[config.mk]
export PLATFORM = sky130hd
export DESIGN_NAME = imm_gen_pipe
export DESIGN_NICKNAME = d
export VERILOG_FILES = /design/src/rtl/rv_imm_pkg.sv /design/src/rtl/imm_decode.sv /design/src/rtl/imm_gen_pipe.sv
export SDC_FILE = /design/constraint.sdc
export NUM_CORES = 1
export LEC_CHECK = 0
export ABC_AREA = 1
export CORE_AREA = 8 8 131 133
export CTS_BUF_LIST = sky130_fd_sc_hd__clkbuf_16
export CTS_CLUSTER_SIZE = 14
export DETAILED_ROUTE_END_ITERATION = 10
export DIE_AREA = 0 0 139 141
export PLACE_DENSITY = 0.77
export SKIP_CTS_REPAIR_TIMING = 1
export SLEW_MARGIN = 20
export SYNTH_ARGS = -nofsm -noshare
export SYNTH_HDL_FRONTEND = slang
export SYNTH_HIERARCHICAL = 1
export SYNTH_SLANG_ARGS = --single-unit
[constraint.sdc]
create_clock -name clk -period 3 [get_ports clk]
set_input_delay 0.3 -clock clk [delete_from_list [all_inputs] [get_ports clk]]
set_output_delay 0.3 -clock clk [all_outputs]
set_load 0.02 [all_outputs]
[src/rtl/rv_imm_pkg.sv]
// rv_imm_pkg: format codes and RV32I/RV64I base opcodes for immediate generation
package rv_imm_pkg;

    typedef enum logic [2:0] {
        FMT_R    = 3'd0,
        FMT_I    = 3'd1,
        FMT_S    = 3'd2,
        FMT_B    = 3'd3,
        FMT_U    = 3'd4,
        FMT_J    = 3'd5,
        FMT_Z    = 3'd6,
        FMT_NONE = 3'd7
    } fmt_e;

    localparam logic [6:0] OPC_LOAD    = 7'b0000011;
    localparam logic [6:0] OPC_OPIMM   = 7'b0010011;
    localparam logic [6:0] OPC_OPIMM32 = 7'b0011011;
    localparam logic [6:0] OPC_STORE   = 7'b0100011;
    localparam logic [6:0] OPC_BRANCH  = 7'b1100011;
    localparam logic [6:0] OPC_LUI     = 7'b0110111;
    localparam logic [6:0] OPC_AUIPC   = 7'b0010111;
    localparam logic [6:0] OPC_JAL     = 7'b1101111;
    localparam logic [6:0] OPC_JALR    = 7'b1100111;
    localparam logic [6:0] OPC_FENCE   = 7'b0001111;
    localparam logic [6:0] OPC_OP      = 7'b0110011;
    localparam logic [6:0] OPC_OP32    = 7'b0111011;
    localparam logic [6:0] OPC_SYSTEM  = 7'b1110011;

endpackage

[src/rtl/imm_decode.sv]
// imm_decode: combinational instruction -> {immediate, format, illegal} decode
module imm_decode
    import rv_imm_pkg::*;
#(
    parameter int XLEN     = 32,
    parameter bit EN_ZICSR = 1'b1
) (
    input  logic [31:0]     i_instr,
    output logic [XLEN-1:0] o_imm,
    output fmt_e            o_fmt,
    output logic            o_illegal
);

    logic            w_sign;
    logic [6:0]      w_opc;
    logic [2:0]      w_f3;
    logic [XLEN-1:0] w_i, w_s, w_b, w_u, w_j, w_z;

    assign w_sign = i_instr[31];
    assign w_opc  = i_instr[6:0];
    assign w_f3   = i_instr[14:12];
    assign w_i    = {{(XLEN-12){w_sign}}, i_instr[31:20]};
    assign w_s    = {{(XLEN-12){w_sign}}, i_instr[31:25], i_instr[11:7]};
    assign w_b    = {{(XLEN-13){w_sign}}, i_instr[31], i_instr[7], i_instr[30:25], i_instr[11:8], 1'b0};
    assign w_u    = {{(XLEN-31){w_sign}}, i_instr[30:12], 12'b0};
    assign w_j    = {{(XLEN-21){w_sign}}, i_instr[31], i_instr[19:12], i_instr[20], i_instr[30:21], 1'b0};
    assign w_z    = {{(XLEN-5){1'b0}}, i_instr[19:15]};

    // Select the immediate layout by opcode; RV64-only opcodes are illegal on RV32
    always_comb begin
        o_imm     = '0;
        o_fmt     = FMT_NONE;
        o_illegal = 1'b0;
        case (w_opc)
            OPC_LOAD, OPC_OPIMM, OPC_JALR, OPC_FENCE: begin
                o_imm = w_i;
                o_fmt = FMT_I;
            end
            OPC_OPIMM32: begin
                o_imm     = (XLEN == 64) ? w_i : '0;
                o_fmt     = (XLEN == 64) ? FMT_I : FMT_NONE;
                o_illegal = (XLEN != 64);
            end
            OPC_STORE: begin
                o_imm = w_s;
                o_fmt = FMT_S;
            end
            OPC_BRANCH: begin
                o_imm = w_b;
                o_fmt = FMT_B;
            end
            OPC_LUI, OPC_AUIPC: begin
                o_imm = w_u;
                o_fmt = FMT_U;
            end
            OPC_JAL: begin
                o_imm = w_j;
                o_fmt = FMT_J;
            end
            OPC_OP: o_fmt = FMT_R;
            OPC_OP32: begin
                o_fmt     = (XLEN == 64) ? FMT_R : FMT_NONE;
                o_illegal = (XLEN != 64);
            end
            OPC_SYSTEM: begin
                o_imm     = (w_f3[2] && EN_ZICSR) ? w_z : '0;
                o_fmt     = (w_f3[2] && EN_ZICSR) ? FMT_Z : FMT_NONE;
                o_illegal = w_f3[2] && !EN_ZICSR;
            end
            default: o_illegal = 1'b1;
        endcase
    end

endmodule

[src/rtl/imm_gen_pipe.sv]
// imm_gen_pipe: decoded-immediate stage behind a 2-entry skid buffer with registered ready
module imm_gen_pipe
    import rv_imm_pkg::*;
#(
    parameter int XLEN     = 32,
    parameter int TAG_W    = 32,
    parameter bit EN_ZICSR = 1'b1
) (
    input  logic             clk,
    input  logic             rst_n,
    input  logic             flush,
    input  logic             in_valid,
    output logic             in_ready,
    input  logic [31:0]      in_instr,
    input  logic [TAG_W-1:0] in_tag,
    output logic             out_valid,
    input  logic             out_ready,
    output logic [XLEN-1:0]  out_imm,
    output fmt_e             out_fmt,
    output logic             out_illegal,
    output logic [TAG_W-1:0] out_tag
);

    logic [XLEN-1:0]  w_imm;
    fmt_e             w_fmt;
    logic             w_ill;
    logic             w_push, w_pop, w_last;
    logic [XLEN-1:0]  r_imm [2];
    fmt_e             r_fmt [2];
    logic             r_ill [2];
    logic [TAG_W-1:0] r_tag [2];
    logic             r_wr, r_rd;
    logic [1:0]       r_count;

    imm_decode #(.XLEN(XLEN), .EN_ZICSR(EN_ZICSR)) u_dec (
        .i_instr   (in_instr),
        .o_imm     (w_imm),
        .o_fmt     (w_fmt),
        .o_illegal (w_ill)
    );

    assign in_ready    = ~r_count[1];
    assign out_valid   = (r_count != 2'd0);
    assign out_imm     = r_imm[r_rd];
    assign out_fmt     = r_fmt[r_rd];
    assign out_illegal = r_ill[r_rd];
    assign out_tag     = r_tag[r_rd];
    assign w_push      = in_valid & in_ready & ~flush;
    assign w_pop       = out_valid & out_ready;
    // Popping the only entry leaves r_rd on it so the payload holds while empty
    assign w_last      = w_pop & ~w_push & (r_count == 2'd1);

    // Buffer storage, pointers and occupancy; flush re-aligns the write pointer to the head
    always_ff @(posedge clk or negedge rst_n) begin
        if (!rst_n) begin
            for (int i = 0; i < 2; i++) begin
                r_imm[i] <= '0;
                r_fmt[i] <= FMT_NONE;
                r_ill[i] <= 1'b0;
                r_tag[i] <= '0;
            end
            r_count <= 2'd0;
            r_wr    <= 1'b0;
            r_rd    <= 1'b0;
        end else if (flush) begin
            r_count <= 2'd0;
            r_wr    <= r_rd;
        end else begin
            if (w_push) begin
                r_imm[r_wr] <= w_imm;
                r_fmt[r_wr] <= w_fmt;
                r_ill[r_wr] <= w_ill;
                r_tag[r_wr] <= in_tag;
            end
            r_count <= r_count + {1'b0, w_push} - {1'b0, w_pop};
            r_rd    <= (w_pop & ~w_last) ? ~r_rd : r_rd;
            r_wr    <= w_last ? r_rd : (w_push ? ~r_wr : r_wr);
        end
    end

endmodule

Yosys cells after proc, flatten, opt, wreduce, memory -nomap -nowiden --
Index checks and enable logic that the tools add are counted.
Storage, ports and cells: flip-flop bits (word level) 140, output and inout port bits 70, bits of input ports 69, logic and storage cells 81
Cells by class: bitwise gates (word level) 14, equal/unequal tests 12, magnitude comparators 3, reduce and logical (&&, ||, !) cells 8, add/subtract/negate cells 2, mux-type cells 31
Operators by type and width (number):
- 32-bit two-way mux | 7
- 32-bit case mux with 6 select lines | 1
- 64-bit bitwise mux | 2
- 32-bit demux with 1-bit select | 1
- 7-bit equality test, second input constant | 4
- 7-bit by 6-bit equality test with 1-bit output, second input constant | 3
- 3-bit case mux with 7 select lines | 1
- 7-bit by 5-bit equality test with 1-bit output, second input constant | 2
- 3-bit two-way mux | 4
- 11-bit OR reduction | 1
- 1-bit two-way mux | 9
- 7-bit by 2-bit equality test with 1-bit output, second input constant | 1
- 7-bit by 4-bit equality test with 1-bit output, second input constant | 1
- 1-bit bitwise AND | 6
- 6-bit bitwise mux | 1
- 1-bit inverter | 6
- 5-bit two-way mux | 1
- 2-bit >= comparator, second input constant | 2
- 1-bit inverter with 2-bit output | 2
- 2-bit AND reduction | 2
- 4-bit OR reduction | 1
- 3-bit demux with 1-bit select | 1
- 3-bit nonzero test | 1
- 2-bit by 1-bit adder with 2-bit output | 1
- 9 further kinds | 9

Longest topological paths before layout --
Gate-level depths: netlist (run 1).
word-level depth 9, gate-level depth with buffers 11, mapped depth without buffers 10

Hierarchy --
The synthesis (run 1) kept the hierarchy.
Modules (own cells, without submodules):
- imm_gen_pipe | cells an instance 763, sequential area each 3510.9 µm², area each 6174.7 µm², instances 1
- imm_decode | cells an instance 198, sequential area each 0.0 µm², area each 898.4 µm², instances 1

Worst setup path before layout (run 1) --
No wires, ideal clock.
kind reg-to-output, from reg r_rd, to out out_tag[21], data arrival time 1.141 ns, buffers on the path 3, cell stages (with the launch flop) 7, path slack 1.559 ns, required time 2.700 ns, cells stage by stage dfrtp_1 > buf_2 > clkinv_1 > buf_2 > buf_2 > nand2_1 > nand2_1
On the way: word-level cells in the longest chain between the ends 4
Ends and longest elaborated chain:
- from (decl) | line imm_gen_pipe.sv:32 | logic r_wr, r_rd;
- from (signal assigned) | line imm_gen_pipe.sv:76 | r_rd <= (w_pop & ~w_last) ? ~r_rd : r_rd;
- 1-bit inverter with 2-bit output (not written as such) | line imm_gen_pipe.sv:47 | assign out_tag = r_tag[r_rd];
- 32-bit two-way mux (not written as such) (3 in series) | line imm_gen_pipe.sv:47
- to (decl) | line imm_gen_pipe.sv:21 | output logic [TAG_W-1:0] out_tag
Every way passes these cells. The select of a mux whose other input is x is not followed.

Worst setup path in the final report (run 1) --
from reg r_rd, to out out_tag[20]
Same word-level chain as after synthesis.

==> summary by stage, run 1 <==
Status
The run finished with clean final reports.

STA
The number of hold violations in the final report is 0. The final critical path takes up 83.05% of the cycle. The post-layout minimum cycle time is 2.491 ns. The final clock skew is 0.006180 ns. The sum of negative setup slack is 0 ns. Setup repair after global routing left no endpoint under its margin.

The transition time of the tightest slew-check pin is 0.6328 ns. Static timing analysis puts the maximum clock frequency at 401.4 MHz. Setup violations remaining at the end of the flow were counted as 0. The final-report max-slew violation count is 0. The remaining max-slew budget at the tightest pin is 57.78%.

Logic synthesis
A synthesized cell averages 7.360 sq um. The count of yosys warnings during synthesis is 6. The number of flip-flops and latches in the synthesized netlist is 140.

The cell area after technology mapping is 7073 sq um. The number of standard cells after synthesis is 961. The synthesized netlist net count is 1,032. Yosys mapped the design onto 26 distinct sky130hd cell types. The register area share after synthesis is 49.64%.

Worst setup path
The most repeated library cell on the critical path is nand2_1. The source of the worst register-to-register timing path is r_count[1]. The worst-case reg-to-reg path depth is 6. The beginning of the critical path is r_rd. The number of gates on the worst path with buffers counted is 5. The capturing instance or port of the critical path is out_tag[20]. STA classifies the critical path endpoint as a primary output. STA puts the critical path data required time at 2.70 ns. The critical path goes through inv_2 > buf_4 > nand2_1 > nand2_1 > clkdlybuf4s50_1. The number of buffers and inverters on the critical path is 3. For this design, the slowest cell found on the critical path is clkdlybuf4s50_1. The critical path launch point type is a flop. The maximum net fanout on the critical path is 19.

The delay of the slowest cell on the worst path is 0.61 ns. The worst setup path is of the reg2out kind. Grouping stages by cell kind, the critical path spends the most delay in buffers and inverters. At the worst endpoint, the arrival time is 2.19 ns. Across all register-to-register paths, the minimum setup slack is 1.25 ns. The terminus of the critical flop-to-flop path is r_tag[6].

GRT
Across every metal layer, demand over resource in global routing totals 18.17%. The number of antenna violations at the first check in global routing is 0. Global routing finished with a remaining overflow of 0. The first global-routing pass estimated 29.36 mm of wire. The via count of the first global-routing pass is 6,001. The largest net degree at the start of global routing is 83.

CTS
The cell chosen for the clock root is clkbuf_16. The worst-case clock buffer depth is 2. The clock net in this run drives a total of 140 sinks. Counting the buffers created by CTS gives 17. The later pin in the worst-skew pair is clocked with a latency of 0.41 ns. The count of H-tree levels built during CTS is 4. TritonCTS built the clock tree.

The clock slew at the register clock pins of the worst setup and hold paths is 0.06 ns.

Floorplan
The I/O pin count is 139. The die boundary height is 141 um. The floorplan die width is 139 um. The starting density of the core is 47.23%. The placeable core area is 14,980 sq um. The area of the die is 19,600 sq um. The total number of placement rows is 45.

Power
For this design the ratio of total power to cell area is 872.2 nW/um^2. The net switching component of the power is 2938 uW. Of the total power, the clock network draws 24.9%.

Of the total power, registers draw 35.1%. The power share of the combinational group is 40.0%. The leakage power figure is 0.004637 uW. Net switching is 36.93% of the power. VDD sags by at most 441.8 uV. The cell-internal power is 5017 uW.

Route
The via count is 6,300. The via density per instance is 4.907. The count of antenna-violating nets left after detailed routing is 0. The violation count after the first detailed-route iteration is 478. Before antenna repair, the detailed router went through 5 iterations.

For this run, design rule violations remaining after detail routing come to 0. After detailed routing, the average wire length per cell comes to 13.87 um. The routed wire length is 17.81 mm.

Flow run
The tool flagged a number of max-cap violations equal to 0.

Layout
Leaving out fill and tap cells, the most frequent cell in the layout is nand2_1. The repair_antennas step left the layout with diodes totalling 0. After filler insertion, the fill cell instance count of the layout stands at 1,359.

The layout cell share with drive strength beyond 1 is 6.204%. Relative to the synthesized area, the layout overhead comes to 28.96%. The summed area of non-filler cells in the final layout is 9121 sq um. The library cells used most frequently in the layout, excluding fill and tap cells, are nand2_1, clkdlybuf4s50_1, dfrtp_1, inv_1, o21ai_0. For this run, the share of the core covered by cells in the final layout is 60.90%.

The number of nets in the layout is 1,154.

Placed design
Routability-driven placement finished with a final weighted congestion of 0.9035. The number of I/O port buffers is 138. The half-perimeter wire length after placement is 12.36 mm. The area after detailed placement is 8549 sq um.

Hold path
The worst min-delay path class is in2async.
## worst min-delay path by stage
stage                             to  depth (start not counted)
after global routing       r_tag[29]                          3
after detailed placement   r_tag[56]                          1
after global placement     r_tag[24]                          1
after CTS                  r_tag[24]                          1
after floorplan           r_count[0]                          0
final                      r_tag[56]                          2
## kinds of logic after synthesis
kind of cell / count (synthesis) / share of synthesized area [%]
adders and majority gates: 2 / 0.3537
AOI/OAI and AO/OA: 166 / 11.75
and+or+nand+nor: 494 / 28.07
xor gates and xnor gates: 1 / 0.1239
buffers and inverters: 158 / 10.07
DFF: 140 / 49.64
## per-stage QoR
stage               worst slack [ns]  hold slack [ns]  std cells  total power [uW]
floorplan                      1.559         0.004409        961              4655
global placement              0.6911           0.3468       1251              5975
detailed placement            0.6035           0.3428       1251              6042
CTS                           0.4547         -0.09286       1283              8052
global route                  0.3424           0.4503       1284              8491
finish                        0.5086           0.4566       1284              7955
## metal layers
layer  routed length, um  GRT usage, %  vias up
met5                   0             0        -
met2                7987         28.17      168
met4                 326         5.950        0
met1                8513         24.08     2905
li1                    -             -     3203
met3                 978         5.132       24
## state kept, by name, summed over array words and instances (netlist names)
| register | flops |
|---|---|
| r_imm | 64 |
| r_tag | 64 |
| r_fmt | 6 |
| r_count | 2 |
| r_ill | 2 |
| r_rd | 1 |
| r_wr | 1 |
## final cells by class
| cell class | instances | area (sq um) | area share (%) |
|---|---|---|---|
| clock buffer | 17 | 425.4 | 4.664 |
| clock inverter | 15 | 136.4 | 1.495 |
| inverter | 109 | 409.1 | 4.486 |
| multi-input combinational | 663 | 2850 | 31.25 |
| sequential | 140 | 3512 | 38.50 |
| tap | 188 | 235.2 | 2.579 |
| timing repair buffer | 152 | 1553 | 17.02 |
## power groups by stage
| stage | Clock, uW | Combinational [uW] | Sequential, uW |
|---|---|---|---|
| floorplan | 0 | 1910 | 2750 |
| global placement | 0 | 3180 | 2800 |
| detailed placement | 0 | 3220 | 2820 |
| CTS | 2030 | 3230 | 2790 |
| global route | 2120 | 3510 | 2870 |
| finish | 1980 | 3180 | 2790 |
## synthesized netlist by cell type, drive strengths merged
master / n / area, sq um
nand2: 428 / 1652
o21ai: 157 / 785.8
dfrtp: 134 / 3353
inv: 107 / 401.6
nor2: 37 / 177.7
nand3: 27 / 145.1
buf: 25 / 209.0
clkbuf: 24 / 93.84
a21oi: 9 / 45.04
dfstp: 6 / 157.7
clkinv: 2 / 7.510
ha: 2 / 25.02
nand4: 1 / 6.260
nor3: 1 / 5.000
xor2: 1 / 8.760
(Power assumes the default switching activity.)
==> run 2: changes to the inputs <==
- clock period: 3 -> 2.4 ns (I/O delays scaled with it)
==> summary by stage, run 2 (synthesized netlist as in run 1, its figures left out) <==
Layout
The most common library cell in the layout ignoring fill and taps is nand2_1. The multi-input logic area is 2850 sq um. After filler insertion, the fill cell instance count of the layout stands at 1,336.

The summed area of non-filler cells in the final layout is 9180 sq um. The largest registers in the layout are r_imm: 64 flops, r_tag: 64 flops, r_fmt: 6 flops. The layout cell share with drive strength beyond 1 is 7.072%. Registers take 3512 sq um. The repair_antennas step left the layout with diodes totalling 0. Measured on the finished design, the core utilization comes to 61.29%. The top cell types in the final layout, fill and taps aside, are nand2_1, clkdlybuf4s50_1, dfrtp_1, inv_1, o21ai_0. The number of nets in the layout is 1,161. The area growth from synthesis to layout is 29.79%.

Worst setup path
In this run the worst setup path begins at r_rd. The critical path launch point type is a flop. On the critical path, the stage with the largest delay is an instance of clkdlybuf4s50_1. The signal on the critical path passes through inv_2 > buf_12 > nand2_1 > nand2_1 > clkdlybuf4s50_1. By startpoint and endpoint, the worst setup path is classified as reg2out. The reg-to-reg setup timing slack is 0.91 ns. The delay of the slowest cell on the worst path is 0.65 ns.

The source of the worst register-to-register timing path is r_count[1]. The worst-case reg-to-reg path depth is 7. The worst setup path is captured at a primary output.

At the worst endpoint, the arrival time is 1.98 ns. In this run the critical register-to-register path is captured at r_imm[24]. Counting stages on the worst path, the most repeated cell is nand2_1. The worst path required time is 2.16 ns.

The maximum net fanout on the critical path is 41.

Floorplan
The floorplan has 45 rows. The starting density of the core is 47.23%. The die covers 19,600 sq um. In this run the vertical extent of the chip is 141 um. Pin placement for this block handled 139 I/O pins. The floorplan die width is 139 um. The core region is 14,980 sq um.

Route
After detailed routing, the number of remaining DRC violations is 0. The detail route stage leaves a number of antenna-violating nets equal to 0. Dividing the detail-routed via count by the number of cells gives 4.862. The pre-antenna-repair detailed-routing pass consisted of 5 iterations.

The routed wirelength normalized by instance count is 13.70 um. Wires add up to 17.68 mm. The routed layout has 6,277 vias. The violation count after the first detailed-route iteration is 478.

GRT
The global router's overall resource usage is 18.51%. For this run the aggregate overflow at the end of global routing stands at 0. For met2 alone, demand over resource in global routing was 28.63%. The met3 global-route usage is 5.098%.

The via count of the first global-routing pass is 5,905. Entering global routing, the biggest net connects 60 pins. The first global-routing pass estimated 29.77 mm of wire. The highest-utilization routing layer at the global route stage is met2.

The number of antenna violations at the first check in global routing is 0. The met1 capacity usage during global routing is 24.74%.

Placed design
The final weighted congestion in routability-driven placement is 0.9616. The number of I/O port buffers is 138. Summed over all nets, the half-perimeter wirelength after detailed placement is 12.35 mm.

Summing all placed instances gives a cell area of 8602 sq um.

Power
The worst-case vdd ir drop is 731.8 uV. The leakage power figure is 0.004660 uW. The overall power is 9992 uW. The cell area power density is 1088 nW/um^2.

Status
The flow ran to the end, and the final reports show no timing, DRC or antenna violations.

STA
The achievable frequency is 450.1 MHz. The final clock skew is 0.008448 ns. The final-report setup violation count is 0. The final-report max-slew violation count is 0. The number of hold violations in the final report came to 0. The clock period could shrink to 2.222 ns. The sum of negative setup slack is 0 ns. The final critical path takes up 92.57% of the cycle. Setup repair after global routing left no endpoint under its margin.

Hold is met by 0.3541 ns. The worst pin sits at a relative slew slack of 63.36%. At the pin with the least slew margin, the transition time is 0.5497 ns.

CTS
The clock passes through at most 2 buffers. The clock tree from TritonCTS is done. The cell chosen for the clock root is clkbuf_16. After clock tree synthesis, the clock-pin slew on the worst setup and hold paths is 0.06 ns. The H-tree was split into 4 levels. At the later pin of the worst-skew pair, clock insertion delay measures 0.42 ns. The CTS sink count is 140. In this run, CTS created clock tree buffers numbering 17.

Flow run
The max capacitance violation total is 0.

Hold path
The worst min-delay path class is in2async.
[run 2: critical path: cells and delay by family, from the launching register on]
kind / cells / cell delay, ns
buffers and inverters: 3 / 0.96
DFF: 1 / 0.43
and+or+nand+nor: 2 / 0.15
[run 2: power by group]
group	switching, uW	leakage [uW]	internal, uW
Combinational	2320	0.00257	1680
Clock	1060	0.000266	1440
Sequential	381	0.00182	3120
[run 2: layout make-up]
| type | count | area share (%) |
|---|---|---|
| Tap cell | 188 | 2.562 |
| Clock buffer | 17 | 4.634 |
| Inverter | 109 | 4.457 |
| Timing Repair Buffer | 159 | 17.53 |
| Sequential cell | 140 | 38.26 |
| Clock inverter | 15 | 1.513 |
| Multi-Input combinational cell | 663 | 31.05 |
[run 2: how the worst max path moves through the flow]
stage,cells after the start,end
finish,5,out_imm[31]
global route,5,out_imm[31]
CTS,5,out_fmt[1]
detailed placement,10,r_imm[24]
global placement,10,r_imm[50]
floorplan,6,out_tag[21]
[run 2: through the flow]
step | cells | worst slack [ns]
global placement | 1258 | 0.3476
CTS | 1290 | 0.07751
detailed placement | 1258 | 0.3009
floorplan | 961 | 1.019
global route | 1291 | 0.05694
finish | 1291 | 0.1782
[run 2: per-layer routing]
layer	routed length (um)	up-vias
met4	294	0
met5	0	-
met3	1254	26
met1	8167	2842
li1	-	3215
met2	7966	194
